## config.mk

```make
export PLATFORM = sky130hd
export DESIGN_NAME = pipe_stall_ctrl
export DESIGN_NICKNAME = d
export VERILOG_FILES = /design/src/rtl/pipe_stall_ctrl_pkg.sv /design/src/rtl/pipe_stall_ctrl_stall_therm.sv /design/src/rtl/pipe_stall_ctrl.sv
export SDC_FILE = /design/constraint.sdc
export NUM_CORES = 1
export LEC_CHECK = 0
export BUFFER_PORTS_ARGS = -buffer_cell sky130_fd_sc_hd__buf_2
export CAP_MARGIN = 20
export CORE_ASPECT_RATIO = 0.7
export CORE_MARGIN = 4
export CORE_UTILIZATION = 45
export DETAILED_ROUTE_END_ITERATION = 10
export GPL_TIMING_DRIVEN = 0
export PLACE_DENSITY = 0.78
export SLEW_MARGIN = 20
export SYNTH_ARGS = -nofsm -noshare
export SYNTH_HDL_FRONTEND = slang
export SYNTH_HIERARCHICAL = 1
export SYNTH_SLANG_ARGS = --single-unit
```

## constraint.sdc

```tcl
create_clock -name clk -period 2 [get_ports clk]
set_input_delay 0.1 -clock clk [delete_from_list [all_inputs] [get_ports clk]]
set_output_delay 0.1 -clock clk [all_outputs]
set_load 0.05 [all_outputs]
```

## src/rtl/pipe_stall_ctrl_pkg.sv

```systemverilog
// Shared constants for the pipeline stall/flush controller: reset level,
// stall polarity, stage indices and control FSM encodings.
package pipe_stall_ctrl_pkg;

  localparam logic RESET_ENABLE = 1'b1;
  localparam logic STOP         = 1'b1;
  localparam logic NO_STOP      = 1'b0;

  localparam int STG_PC  = 0;
  localparam int STG_IF  = 1;
  localparam int STG_ID  = 2;
  localparam int STG_EX  = 3;
  localparam int STG_MEM = 4;
  localparam int STG_WB  = 5;

  localparam logic [1:0] CTRL_RUN   = 2'b00;
  localparam logic [1:0] CTRL_FLUSH = 2'b01;
  localparam logic [1:0] CTRL_HALT  = 2'b10;

endpackage

```

## src/rtl/pipe_stall_ctrl_stall_therm.sv

```systemverilog
// Highest-set-bit to thermometer encoder: a stall in stage k also stalls every
// older stage below it, down to the PC.
module stall_therm
  import pipe_stall_ctrl_pkg::*;
#(
  parameter int W = 6
) (
  input  logic [W-1:0] req,
  output logic [W-1:0] therm
);

  logic acc_s;

  // Running OR from the youngest stage downwards.
  always_comb begin
    acc_s = NO_STOP;
    therm = {W{NO_STOP}};
    for (int i = W - 1; i >= 0; i--) begin
      if (req[i] == STOP) begin
        acc_s = STOP;
      end else begin
        acc_s = acc_s;
      end
      therm[i] = acc_s;
    end
  end

endmodule

```

## src/rtl/pipe_stall_ctrl.sv

```systemverilog
// Pipeline control: thermometer stall vector, held flush with latched restart
// PC, debug halt, and a sticky watchdog on long stall runs.
module pipe_stall_ctrl
  import pipe_stall_ctrl_pkg::*;
#(
  parameter int STAGES     = 6,
  parameter int PC_W       = 32,
  parameter int FLUSH_HOLD = 1,
  parameter int WDOG_LIMIT = 255,
  parameter int WDOG_W     = 8
) (
  input  logic              clk,
  input  logic              rst,
  input  logic [STAGES-1:0] stall_req,
  input  logic              flush_req,
  input  logic [PC_W-1:0]   flush_pc,
  input  logic              halt_req,
  input  logic              timeout_clr,
  output logic [STAGES-1:0] stall,
  output logic              flush,
  output logic [PC_W-1:0]   new_pc,
  output logic              stall_timeout
);

  localparam int HOLD_W = (FLUSH_HOLD > 1) ? $clog2(FLUSH_HOLD) : 1;
  localparam logic [HOLD_W-1:0] HOLD_INIT = HOLD_W'(FLUSH_HOLD - 1);
  localparam logic [WDOG_W-1:0] WDOG_LAST = WDOG_W'(WDOG_LIMIT - 1);

  logic [1:0]        state_r, next_state_s;
  logic [HOLD_W-1:0] hold_cnt_r, next_cnt_s;
  logic [PC_W-1:0]   new_pc_r, next_pc_s;
  logic              flush_r;
  logic [WDOG_W-1:0] wdog_cnt_r;
  logic              timeout_r;
  logic              wdog_inc_s;
  logic [STAGES-1:0] therm_s;

  stall_therm #(.W(STAGES)) u_therm (
    .req   (stall_req),
    .therm (therm_s)
  );

  // Next-state, hold counter and restart-PC selection.
  always_comb begin
    next_state_s = state_r;
    next_cnt_s   = hold_cnt_r;
    next_pc_s    = new_pc_r;
    case (state_r)
      CTRL_RUN: begin
        if (flush_req) begin
          next_state_s = CTRL_FLUSH;
          next_cnt_s   = HOLD_INIT;
          next_pc_s    = flush_pc;
        end else if (halt_req) begin
          next_state_s = CTRL_HALT;
        end else begin
          next_state_s = CTRL_RUN;
        end
      end
      CTRL_FLUSH: begin
        // A fresh request restarts the hold window; halt waits for RUN.
        if (flush_req) begin
          next_cnt_s = HOLD_INIT;
          next_pc_s  = flush_pc;
        end else if (hold_cnt_r == {HOLD_W{1'b0}}) begin
          next_state_s = CTRL_RUN;
        end else begin
          next_cnt_s = hold_cnt_r - HOLD_W'(1);
        end
      end
      CTRL_HALT: begin
        if (flush_req) begin
          next_state_s = CTRL_FLUSH;
          next_cnt_s   = HOLD_INIT;
          next_pc_s    = flush_pc;
        end else if (!halt_req) begin
          next_state_s = CTRL_RUN;
        end else begin
          next_state_s = CTRL_HALT;
        end
      end
      default: begin
        next_state_s = CTRL_RUN;
      end
    endcase
  end

  // Control state registers; flush is registered from the next state.
  always_ff @(posedge clk) begin
    if (rst == RESET_ENABLE) begin
      state_r    <= CTRL_RUN;
      hold_cnt_r <= {HOLD_W{1'b0}};
      new_pc_r   <= {PC_W{1'b0}};
      flush_r    <= 1'b0;
    end else begin
      state_r    <= next_state_s;
      hold_cnt_r <= next_cnt_s;
      new_pc_r   <= next_pc_s;
      flush_r    <= (next_state_s == CTRL_FLUSH);
    end
  end

  assign wdog_inc_s = (state_r == CTRL_RUN) && (stall_req != {STAGES{1'b0}});

  // Watchdog: count consecutive stalled RUN cycles, sticky flag at the limit.
  always_ff @(posedge clk) begin
    if (rst == RESET_ENABLE) begin
      wdog_cnt_r <= {WDOG_W{1'b0}};
      timeout_r  <= 1'b0;
    end else begin
      if (!wdog_inc_s) begin
        wdog_cnt_r <= {WDOG_W{1'b0}};
      end else if (&wdog_cnt_r) begin
        wdog_cnt_r <= wdog_cnt_r;
      end else begin
        wdog_cnt_r <= wdog_cnt_r + WDOG_W'(1);
      end
      if (wdog_inc_s && (wdog_cnt_r == WDOG_LAST)) begin
        timeout_r <= 1'b1;
      end else if (timeout_clr) begin
        timeout_r <= 1'b0;
      end else begin
        timeout_r <= timeout_r;
      end
    end
  end

  // Stall vector follows stall_req combinationally, gated by state and reset.
  always_comb begin
    stall = {STAGES{NO_STOP}};
    if (rst == RESET_ENABLE) begin
      stall = {STAGES{NO_STOP}};
    end else begin
      case (state_r)
        CTRL_RUN:   stall = therm_s;
        CTRL_FLUSH: stall = {STAGES{NO_STOP}};
        CTRL_HALT:  stall = {STAGES{STOP}};
        default:    stall = {STAGES{NO_STOP}};
      endcase
    end
  end

  assign flush         = flush_r;
  assign new_pc        = new_pc_r;
  assign stall_timeout = timeout_r;

endmodule

```

==> results.cfg <==
[status]
run_status = finished clean

[clocking]
cts_max_level = 2
ctsRootBufferMaster = clkbuf_8
cts_setup_buffers = 0
clock_path_buffers = 2
clk-insertion-delay-late_ns = 0.30
cts_buffers = 5
clk_pin_slew_ns = 0.09
cts_tree = yes
cts.sinks = 44

[sta]
setup_ws_ns = 0.391
finalClockSkew_ns = 0.00737
max_freq_mhz = 622
min_period_ns = 1.61
final.setup.tns_ns = 0
setup_viol = 0
worst_pin_slew_ns = 0.457
hold_viol_final = 0
slew_headroom = 0.696
rsz0062_at_grt = no
maxSlewViolCount = 0
post-route-period-util = 0.804

[power_and_ir_drop]
p_total_uw = 2010
swShare = 0.302
pwr-share-clk = 0.344
switchingPower_uw = 607
p_seq_frac = 0.469
peakVddDrop_mv = 0.587
p_int_uw = 1400
p_comb_frac = 0.187
cellLeakagePower_uw = 0.00108
p_per_area_nw_per_um2 = 858

[floorplanning]
dieArea_sq_um = 4960
initial_core_util = 0.481
die-width_um = 82.4
coreArea_sq_um = 3630
dieHeight_um = 60.1
core.rowCount = 18
io_pins = 83

[logic_synthesis]
ys_seq_area_frac = 0.505
synth-async-reset-ratio = 0
synth_area_leaders = dfxtp_1 50%, nand2_1 14%, a21oi_1 10%
syn_area_per_cell_sq_um = 8.27
ys.flop_type = dfxtp_1
synth_top_area_frac = 0.505
syn_inst = 211
synth-seq-cells = 44
ys_types = 32
syn_nets = 256
synth_top_area_cell = dfxtp_1
yosysMostFrequentCell = nand2_1
yosysWarnings = 6
synthTopCellsByCount = 67 x nand2_1, 44 x dfxtp_1, 35 x a21oi_1, 8 x buf_2, 7 x o21a_1
synth_area_sq_um = 1750
synth_edf_count = 0

[worst_setup_path]
r2r_cells = 4
critPathCaptureType = output port
required_ns = 1.90
path_class = in2out
ff2ff_setup_slack_ns = 0.42
worst_setup_path_start_kind = primary input
crit_fanout = 4
r2r_end = wdog_cnt_r[1]
cp.arrival_ns = 1.51
worstReg2RegStart = wdog_cnt_r[0]

[min_path]
whs_endpoint = new_pc[14]
hold_path.class = in2reg
worstHoldStart = flush_pc[14]
whs_path_depth = 3

[final_layout]
final_cells = 352
layout-drive-gt1-share = 0.364
areaGrowthSynthToFinish_pct = 34.3
n_antenna_cell = 0
final_nets = 346

[detailed_routing]
drc = 0
wire_per_inst_um = 12.1
route.antenna.remaining_nets = 0
routed_wl_mm = 4.27
vias = 1707
drtIter0Drc = 49
firstDrtPassIters = 4
viasPerCell = 4.85

[grt]
grt_use_total = 0.177
grt.overflow.total = 0
grt_pass1_wl_mm = 6.44
grt_pass1_vias = 1512
antenna_found_initial = 0
grt_max_degree = 16

[job]
maxCapViolations = 0

[placement]
dp_hpwl_mm = 3.24
io_buffers = 82
placedCellCount = 343
gp_congestion = 0.785
dp_slack_ns = 0.386
-- worst max path at each step --
stage             startpoint       endpoint  slack, ns  cells after the start
6_report        stall_req[4]       stall[0]       0.39                      6
5_1_grt        wdog_cnt_r[0]  wdog_cnt_r[1]       0.32                      4
4_1_cts         stall_req[4]       stall[0]       0.38                      6
3_5_place_dp    stall_req[4]       stall[0]       0.39                      6
3_3_place_gp    stall_req[4]       stall[0]       0.37                      6
2_1_floorplan   stall_req[4]       stall[0]       0.57                      4
-- repair_timing --
item | in CTS | in global routing
resized for setup | 0 | 0
hold buffers | 1 | 0
hold endpoints to repair | 1 | 0
-- metal layers --
metal / share of wire / vias to the layer above / global-route usage
li1: - / 888 / -
met1: 0.44 / 749 / 0.204
met2: 0.44 / 63 / 0.295
met3: 0.097 / 7 / 0.0602
met4: 0.018 / 0 / 0.0853
met5: 0 / - / 0
-- cells in the final DEF, fill, tap and decap left out, types with 3 or more instances in the layout --
master,instances
nor3_1,5
inv_1,3
buf_2,90
a21oi_1,35
clkbuf_1,4
nor2_1,4
clkbuf_8,5
dfxtp_1,44
o21a_1,7
nand3_1,3
or2_2,3
nand2_1,67
-- registers in the layout, summed over array words and instances, names as in the netlist --
name,flops
state_r,2
new_pc,32
stall_timeout,1
wdog_cnt_r,8
flush,1
-- worst max-delay path, cell delays in order --
cell	delay (ns)
buf_2	0.12
or3_4	0.39
or4_1	0.40
buf_4	0.14
o21a_1	0.15
buf_2	0.20
-- kinds of logic (layout without fill, tap and decap cells) --
kind of cell,count (synthesis),in the layout,synth area share
compound gates,53,53,0.186
simple gates,93,93,0.238
flops,44,44,0.505
buf+inv,17,108,0.0466
fa+ha+maj,2,2,0.0143
xor+xnor,2,2,0.0100
-- stage by stage --
step	cell area, sq um	hold WS [ns]	utilization
floorplan	1750	0.177	-
global placement	2220	0.290	0.612
detailed placement	2220	0.301	0.612
CTS	2340	0.0143	0.646
global route	2340	0.0227	0.646
finish	2340	0.0254	0.646
-- power by group through the flow --
stage                     combinational, uW  sequential [uW]  clock, uW
after floorplan                         133             1090          0
after global placement                  373              961          0
after detailed placement                377              964          0
after CTS                               379              943        710
after global routing                    404              949        750
final                                   375              943        692
-- cell type report --
cell class | instances | area, sq um
Fill cell | 321 | 1280
Sequential cell | 44 | 881
Multi-Input combinational cell | 150 | 783
Timing Repair Buffer | 83 | 420
Buffer | 14 | 70.1
Clock buffer | 5 | 68.8
Tap cell | 50 | 62.6
Clock inverter | 3 | 46.3
Inverter | 3 | 11.3
(Power assumes the default switching activity.)
